### config.mk
export PLATFORM = sky130hd
export DESIGN_NAME = sdram_arbiter
export DESIGN_NICKNAME = d
export VERILOG_FILES = /design/src/rtl/sdram_arb_pkg.sv /design/src/rtl/rr_arbiter.sv /design/src/rtl/sdram_arbiter.sv
export SDC_FILE = /design/constraint.sdc
export NUM_CORES = 1
export LEC_CHECK = 0
export BUFFER_PORTS_ARGS = -buffer_cell sky130_fd_sc_hd__clkbuf_2
export CORE_AREA = 2 2 116 118
export CTS_CLUSTER_SIZE = 30
export DETAILED_ROUTE_END_ITERATION = 10
export DIE_AREA = 0 0 118 120
export PLACE_DENSITY = 0.73
export SLEW_MARGIN = 20
export SYNTH_ARGS = -nofsm -noshare
export SYNTH_HDL_FRONTEND = slang
export SYNTH_HIERARCHICAL = 1
export SYNTH_SLANG_ARGS = --single-unit
export TNS_END_PERCENT = 50
### constraint.sdc
create_clock -name i_clk -period 3.27 [get_ports i_clk]
set_input_delay 0.4905 -clock i_clk [delete_from_list [all_inputs] [get_ports i_clk]]
set_output_delay 0.4905 -clock i_clk [all_outputs]
set_load 0.02 [all_outputs]
### src/rtl/sdram_arb_pkg.sv
// sdram_arb_pkg: shared state/op types and the default SDRAM address/data widths
// used by the arbiter and the record/play cores.
package sdram_arb_pkg;
    localparam int DEF_ADDR_W = 23;
    localparam int DEF_DATA_W = 32;
    typedef enum logic [1:0] {IDLE, BUSY, RESP} state_t;
    typedef enum logic {OP_READ, OP_WRITE} op_t;
endpackage

### src/rtl/rr_arbiter.sv
// rr_arbiter: combinational round-robin picker; returns the first pending index
// after i_ptr, wrapping around.
module rr_arbiter #(
    parameter int NUM_REQ = 3,
    localparam int GW = $clog2(NUM_REQ)
) (
    input  logic [NUM_REQ-1:0] i_pend,
    input  logic [GW-1:0]      i_ptr,
    output logic [GW-1:0]      o_grant,
    output logic               o_valid
);
    logic [GW-1:0] w_idx;
    always_comb begin
        o_grant = '0;
        o_valid = 1'b0;
        w_idx   = i_ptr;
        for (int k = 0; k < NUM_REQ; k++) begin
            w_idx = (w_idx == GW'(NUM_REQ - 1)) ? '0 : w_idx + 1'b1;
            if (!o_valid && i_pend[w_idx]) begin
                o_grant = w_idx;
                o_valid = 1'b1;
            end
        end
    end
endmodule

### src/rtl/sdram_arbiter.sv
// sdram_arbiter: round-robin sharing of one SDRAM port among NUM_REQ cores.
// Define SDRAM_ARB_TIMEOUT_EN to add the BUSY watchdog and sticky timeout_err.
module sdram_arbiter
    import sdram_arb_pkg::*;
#(
    parameter int NUM_REQ     = 3,
    parameter int ADDR_W      = DEF_ADDR_W,
    parameter int DATA_W      = DEF_DATA_W,
    parameter int TIMEOUT_CYC = 1024,
    localparam int GW = $clog2(NUM_REQ)
) (
    input  logic                      i_clk,
    input  logic                      i_rst_n,
    input  logic [NUM_REQ-1:0]        req_read,
    input  logic [NUM_REQ-1:0]        req_write,
    input  logic [NUM_REQ*ADDR_W-1:0] req_addr,
    input  logic [NUM_REQ*DATA_W-1:0] req_writedata,
    output logic [DATA_W-1:0]         req_readdata,
    output logic [NUM_REQ-1:0]        req_finished,
    output logic                      sdram_read,
    output logic                      sdram_write,
    output logic [ADDR_W-1:0]         sdram_addr,
    output logic [DATA_W-1:0]         sdram_writedata,
    input  logic [DATA_W-1:0]         sdram_readdata,
    input  logic                      sdram_finished,
    output logic [GW-1:0]             grant_id,
    output logic                      busy,
    output logic                      timeout_err
);
    state_t              r_state, w_next;
    op_t                 r_op;
    logic [GW-1:0]       r_ptr, r_grant, w_grant;
    logic [ADDR_W-1:0]   r_addr;
    logic [DATA_W-1:0]   r_wdata, r_rdata;
    logic [NUM_REQ-1:0]  w_pend;
    logic                w_valid, w_tmo, w_done;

    assign w_pend = req_read | req_write;

    rr_arbiter #(.NUM_REQ(NUM_REQ)) u_rr (
        .i_pend  (w_pend),
        .i_ptr   (r_ptr),
        .o_grant (w_grant),
        .o_valid (w_valid)
    );

`ifdef SDRAM_ARB_TIMEOUT_EN
    localparam int CW = $clog2(TIMEOUT_CYC + 1);
    logic [CW-1:0] r_cnt;
    logic          r_tmo_err;
    assign w_tmo = (r_state == BUSY) && !sdram_finished && (r_cnt == CW'(TIMEOUT_CYC - 1));
    always_ff @(posedge i_clk or negedge i_rst_n) begin
        if (!i_rst_n) begin
            r_cnt     <= '0;
            r_tmo_err <= 1'b0;
        end else begin
            r_cnt <= (r_state == BUSY) ? r_cnt + 1'b1 : '0;
            if (w_tmo)
                r_tmo_err <= 1'b1;
        end
    end
    assign timeout_err = r_tmo_err;
`else
    assign w_tmo       = 1'b0;
    assign timeout_err = 1'b0;
`endif

    assign w_done = sdram_finished || w_tmo;

    always_ff @(posedge i_clk or negedge i_rst_n) begin
        if (!i_rst_n)
            r_state <= IDLE;
        else
            r_state <= w_next;
    end

    always_comb begin
        w_next = r_state;
        w_next = (r_state == IDLE) ? (w_valid ? BUSY : IDLE) :
                 (r_state == BUSY) ? (w_done ? RESP : BUSY) : IDLE;
    end

    // Both read and write high means write.
    always_ff @(posedge i_clk or negedge i_rst_n) begin
        if (!i_rst_n) begin
            r_ptr   <= GW'(NUM_REQ - 1);
            r_grant <= '0;
            r_op    <= OP_READ;
            r_addr  <= '0;
            r_wdata <= '0;
            r_rdata <= '0;
        end else begin
            if (r_state == IDLE && w_valid) begin
                r_grant <= w_grant;
                r_op    <= req_write[w_grant] ? OP_WRITE : OP_READ;
                r_addr  <= req_addr[w_grant*ADDR_W +: ADDR_W];
                r_wdata <= req_writedata[w_grant*DATA_W +: DATA_W];
            end
            if (r_state == BUSY && w_done)
                r_rdata <= (r_op == OP_READ && !w_tmo) ? sdram_readdata : '0;
            if (r_state == RESP)
                r_ptr <= r_grant;
        end
    end

    assign busy            = (r_state != IDLE);
    assign sdram_read      = (r_state == BUSY) && (r_op == OP_READ);
    assign sdram_write     = (r_state == BUSY) && (r_op == OP_WRITE);
    assign sdram_addr      = r_addr;
    assign sdram_writedata = r_wdata;
    assign grant_id        = r_grant;
    assign req_readdata    = r_rdata;
    assign req_finished    = (r_state == RESP) ? (NUM_REQ'(1) << r_grant) : '0;
endmodule

* After elaboration in Yosys (flattened, before gate mapping)
Cells that the tools add are included.
** Word-level totals
- Flip-flop bits (word level) :: 94
- Word-level logic and storage cells :: 59
- Bits of input ports :: 206
** Operators by class
- Reductions and logical operators :: 10
- Add/subtract/negate cells :: 3
- Multiply operators :: 1
- Shifts and indexed selects :: 3
- Bitwise operators :: 2
- Order comparisons :: 4
- Muxes and demuxes :: 24
- Eq/ne operators :: 5
** Operators with widths (count)
- $shiftx 96x8->32 :: 1
- $shiftx 69x8->23 :: 1
- $mux 32 :: 1
- $mux 2 :: 9
- $lt 2x3->1 const B :: 4
- $mux 1 :: 9
- $bmux 1 s2 :: 4
- $eq 2x2->1 const B :: 4
- $mul 2x5->7 const B :: 1
- $add 2x1->2 const B :: 3
- $logic_and 1x1->1 :: 6
- $mux 3 :: 1
- $or 3x3->3 :: 1
- $shl 1x2->3 const A :: 1
- $eq 2x1->1 const B :: 1
- $logic_not 1->1 :: 2
- $logic_not 2->1 :: 1
- $reduce_bool 2->1 :: 1
- $not 1->1 :: 1

* Logic depth before layout (Yosys ltp)
- Depth after elaboration :: 14
- Mapped depth :: 9
- Mapped depth without buffers :: 6

* By module
Netlist, hierarchy kept.
** Modules (own cells, without submodules)
- sdram_arbiter :: sequential area each 2353.5 um^2, area each 4943.5 um^2, cells each 533, instances 1
- rr_arbiter :: sequential area each 0.0 um^2, area each 50.0 um^2, cells each 8, instances 1

* Least setup slack after synthesis
OpenSTA, ideal clock, no wires.
- Path type :: input -> register
- Start :: input port req_write[2]
- End :: register r_wdata[30], in the netlist sdram_writedata[30]
- Setup slack :: 1.271 ns
- Data required time :: 3.151 ns
- Path buffers :: 3
- Data arrival time :: 1.881 ns
- Stages :: 9
- Cells stage by stage :: or2_2 nor2b_1 o2bb2ai_1 buf_4 buf_12 buf_8 mux2i_1 o221ai_1 o21a_1
** Between the ends
- Word-level cells in the longest chain between the ends :: 11
** Ends and longest elaborated chain
- start: declaration :: RTL line sdram_arbiter.sv:15 : input logic [NUM_REQ-1:0] req_write,
- $or 3x3->3 * :: RTL line sdram_arbiter.sv:38 : assign w_pend = req_read | req_write;
- $bmux 1 s2 :: RTL line rr_arbiter.sv:19 : if (!o_valid && i_pend[w_idx]) begin
- $mux 1 (implied by the code) :: RTL line rr_arbiter.sv:19
- $mux 1 :: RTL line rr_arbiter.sv:19
- $logic_not 1->1 :: RTL line rr_arbiter.sv:19
- $logic_and 1x1->1 :: RTL line rr_arbiter.sv:19
- $mux 1 :: RTL line rr_arbiter.sv:19
- $logic_not 1->1 :: RTL line rr_arbiter.sv:19
- $logic_and 1x1->1 :: RTL line rr_arbiter.sv:19
- $mux 2 * :: RTL line rr_arbiter.sv:19
- via w_grant[0] :: RTL line sdram_arbiter.sv:32 : logic [GW-1:0] r_ptr, r_grant, w_grant;
- $shiftx 96x8->32 * :: RTL line sdram_arbiter.sv:97 : r_wdata <= req_writedata[w_grant*DATA_W +: DATA_W];
- end signal: assignment :: RTL line sdram_arbiter.sv:97
- end: declaration :: RTL line sdram_arbiter.sv:34 : logic [DATA_W-1:0] r_wdata, r_rdata;
The timed path passes the listed nets; every way through them passes the cells marked *. The select of a mux whose other input is x is not followed.
A chain may end at the register's enable or synchronous reset.

* Worst setup path in the final report
- Start :: input port req_write[1]
- End :: register r_addr[13], in the netlist sdram_addr[13]
** Between the ends
- Word-level cells in the longest chain between the ends :: 12
** Ends and longest elaborated chain
- $or 3x3->3 * :: RTL line sdram_arbiter.sv:38
- via w_pend[1] :: RTL line sdram_arbiter.sv:35 : logic [NUM_REQ-1:0] w_pend;
- $bmux 1 s2 :: RTL line rr_arbiter.sv:19
- $mux 1 (implied by the code) :: RTL line rr_arbiter.sv:19
- $mux 1 :: RTL line rr_arbiter.sv:19
- $logic_not 1->1 :: RTL line rr_arbiter.sv:19
- $logic_and 1x1->1 :: RTL line rr_arbiter.sv:19
- $mux 1 :: RTL line rr_arbiter.sv:19
- $logic_not 1->1 :: RTL line rr_arbiter.sv:19
- $logic_and 1x1->1 :: RTL line rr_arbiter.sv:19
- $mux 2 * :: RTL line rr_arbiter.sv:19
- via w_grant[1] :: RTL line sdram_arbiter.sv:32
- $mul 2x5->7 * :: RTL line sdram_arbiter.sv:96 : r_addr <= req_addr[w_grant*ADDR_W +: ADDR_W];
- $shiftx 69x8->23 * :: RTL line sdram_arbiter.sv:96
- end signal: assignment :: RTL line sdram_arbiter.sv:96
- end: declaration :: RTL line sdram_arbiter.sv:33 : logic [ADDR_W-1:0] r_addr;
Marks and branches as above.

==> results by group <==
Layout
  – Nets: 1023
  – Area Growth Syn to Fin: 37.26%
  – Ratio of cells with drive above 1 in the final layout: 45.50%
  – Diodes inserted: 0
  – Seq. cell area: 0.002354 sq mm
  – Most frequent cells in the layout: 299 x clkbuf_2, 93 x dfrtp_1, 88 x nand2_1, 58 x nor2_1, 57 x mux2i_1
  – Footprint of the multi-input gates: 0.002402 sq mm
  – Commonest non-fill, non-tap cell in the layout: clkbuf_2
  – Fill cells: 1276

Route
  – DRT met1 WL: 6048 um
  – Initial DRC count: 248
  – Final ANT Viol Nets: 0
  – Top routing layer in use: met4
  – DRT Pass-1 Iters: 5
  – Routed len/inst: 14.30 um
  – Met2 WL post-DR: 7067 um
  – Vias: 4755
  – DR vias/cell: 4.765
  – Drt total wl: 14280 um
  – DRC violations left: 0
  – Met3 Wirelength: 947 um

Synthesis
  – Top cell type by total area after synthesis: dfrtp_1
  – Seq cells post-synth: 94
  – Share of the synthesized area in the top cell type: 46.60%
  – Post-Syn Nets: 747
  – Synthesis Warnings: 6
  – Register area share after synthesis: 47.13%
  – Synth Flop Type: dfrtp_1
  – Ys async rst share: 100.0%
  – Post-synthesis average cell area: 9.230 sq um
  – Post-Syn Area: 0.004994 sq mm
  – Synth cell types: 31
  – Top cells by area, synth: dfrtp_1 47%, mux2i_1 11%, a31oi_1 6.9%
  – Number of synthesized flops with an enable pin: 0
  – Cells after synthesis: 541

Global route
  – Largest net degree at the start of global routing: 69
  – Vias in the first global route: 4567
  – First-pass GRT wire length: 22840 um
  – Antenna violations before repair: 0
  – Total Routing Usage GR: 20.09%
  – Gr ovfl total: 0

Floorplan
  – DIE HEIGHT: 120 um
  – Die width: 118 um
  – Die ar.: 0.01416 sq mm
  – CORE AREA: 0.01298 sq mm
  – Initial core utilization: 38.47%
  – I/O Pins: 302
  – Std-Cell Rows: 42

STA
  – RSZ-0062 raised after global routing: no
  – Post-route setup TNS: 0 ns
  – Min Tclk post-route: 2.235 ns
  – Final worst slack: 1.035 ns
  – Final Hold Viols: 0
  – Max-slew violations: 0
  – Final worst-path cycle share: 68.33%
  – Least-Margin Pin Slew: 0.8120 ns
  – Post-Route Skew: 0.007551 ns
  – Rel. slew slack: 45.87%
  – Fmax: 447.5 MHz
  – Final Setup Violations: 0

Job
  – Number of max-cap violations: 0

Critical path
  – Critical path data arrival time: 2.48 ns
  – Setup crit start kind: input pin
  – Critical path type: in2reg
  – Crit path buf inv count: 2
  – Worst reg2reg path depth: 6
  – Critical path, cell by cell: clkbuf_2 -> or2_2 -> nor2_1 -> a22o_2 -> nor2b_4 -> buf_4 -> nand2_1 -> a31oi_1
  – Critical path's slowest cell: nor2b_4
  – CP Capture Type: register
  – WP depth: 8
  – Slowest stage delay, CP: 0.55 ns
  – Crit path max fanout: 30
  – Worst Path Required: 3.51 ns
  – Top Family by Delay on Critical Path: simple AND/OR/NAND/NOR gates

Clock network
  – Num CTS Buffers: 9
  – H-tree levels: 3
  – CTS Root Cell: clkbuf_16
  – TritonCTS clock tree: yes
  – CTS Hold Bufs: 0
  – CTS clk-pin slew, worst paths: 0.07 ns
  – Clk Latency, worst-skew pair: 0.33 ns
  – Clk buf depth: 2
  – Post-CTS Setup Bufs: 0
  – CTS Sinks: 94
  – Cts repair resizes: 0

Power and ir drop
  – Pwr dens: 908.7 mW/mm^2
  – Tot Pwr: 6.229 mW
  – P_leak: 3.473 nW
  – Worst VDD drop: 0.3495 mV

Hold path
  – HP Class: in2async

Run status
  – Outcome: finished, final reports clean

Placed design
  – PortBufs: 300
  – DP HPWL: 10740 um
  – DP Worst Slack: 0.6539 ns
  – Final Wtd Congestion: 0.7704
[routing by layer]
layer  vias up  GRT usage, %
met4         0         6.551
met3        15         4.087
met1      2181         24.99
met5         -             0
met2       190         34.99
li1       2369             -
[report_power, final]
group | leakage [nW] | total [mW] | internal [mW] | switching, mW
sequential | 1.13 | 2.05 | 1.70 | 0.357
combinational | 2.20 | 3.16 | 1.27 | 1.89
clock | 0.142 | 1.01 | 0.532 | 0.482
total | 3.47 | 6.23 | 3.50 | 2.73
[worst paths after layout]
path	slack (ns)	from	to
worst max register to register	1.04	r_ptr[1]	sdram_addr[13]
worst min register to register	0.48	req_readdata[23]	req_readdata[23]
worst min-delay path	0.19	i_rst_n	req_readdata[22]
worst max-delay path	1.04	req_write[1]	sdram_addr[13]
max in group asynchronous	2.41	i_rst_n	sdram_writedata[31]
min in group i_clk	0.38	req_addr[51]	sdram_addr[5]
[through the flow]
stage               cells  area (sq um)  hold WS [ns]  util (%)
finish                998          6854        0.1926     52.81
global route          998          6854        0.2516     52.81
CTS                   998          6854        0.2141     52.81
detailed placement    982          6565        0.4716     50.58
global placement      982          6565        0.4605     50.58
floorplan             541          4994        0.1949         -
[cell type report]
type	count	area share (%)
Tap cell	176	3.213
Clock buffer	9	3.286
Inverter	2	0.1095
Clock inverter	7	0.9310
Multi-Input combinational cell	403	35.05
Sequential cell	94	34.34
Timing Repair Buffer	307	23.07
[cell usage after synthesis (2+ instances only)]
library cell / instances
or2_0: 13
nor2b_1: 2
nand2b_1: 35
or2_1: 4
a31oi_1: 55
buf_2: 17
nor2_1: 58
inv_1: 2
buf_12: 2
or2_2: 42
buf_4: 3
mux2_2: 4
mux2i_1: 57
nand2_1: 88
buf_6: 4
o21ai_0: 32
dfrtp_1: 93
nor3b_1: 3
clkbuf_1: 15
[sequential cells by signal (all words and copies together) (netlist names)]
signal / count
req_readdata: 32
r_op: 1
r_ptr: 2
sdram_writedata: 32
grant_id: 2
r_state: 2
sdram_addr: 23
[cell families (layout without fill, tap and decap cells)]
logic type | Yosys count | count (layout) | share of synthesized area, %
mux | 61 | 61 | 12.33
compound gates | 91 | 91 | 10.77
flops | 94 | 94 | 47.13
buf+inv | 44 | 325 | 5.437
simple gates | 250 | 250 | 24.25
other cells | 1 | 1 | 0.07510
Note: power is estimated with default switching activity, not from simulation.
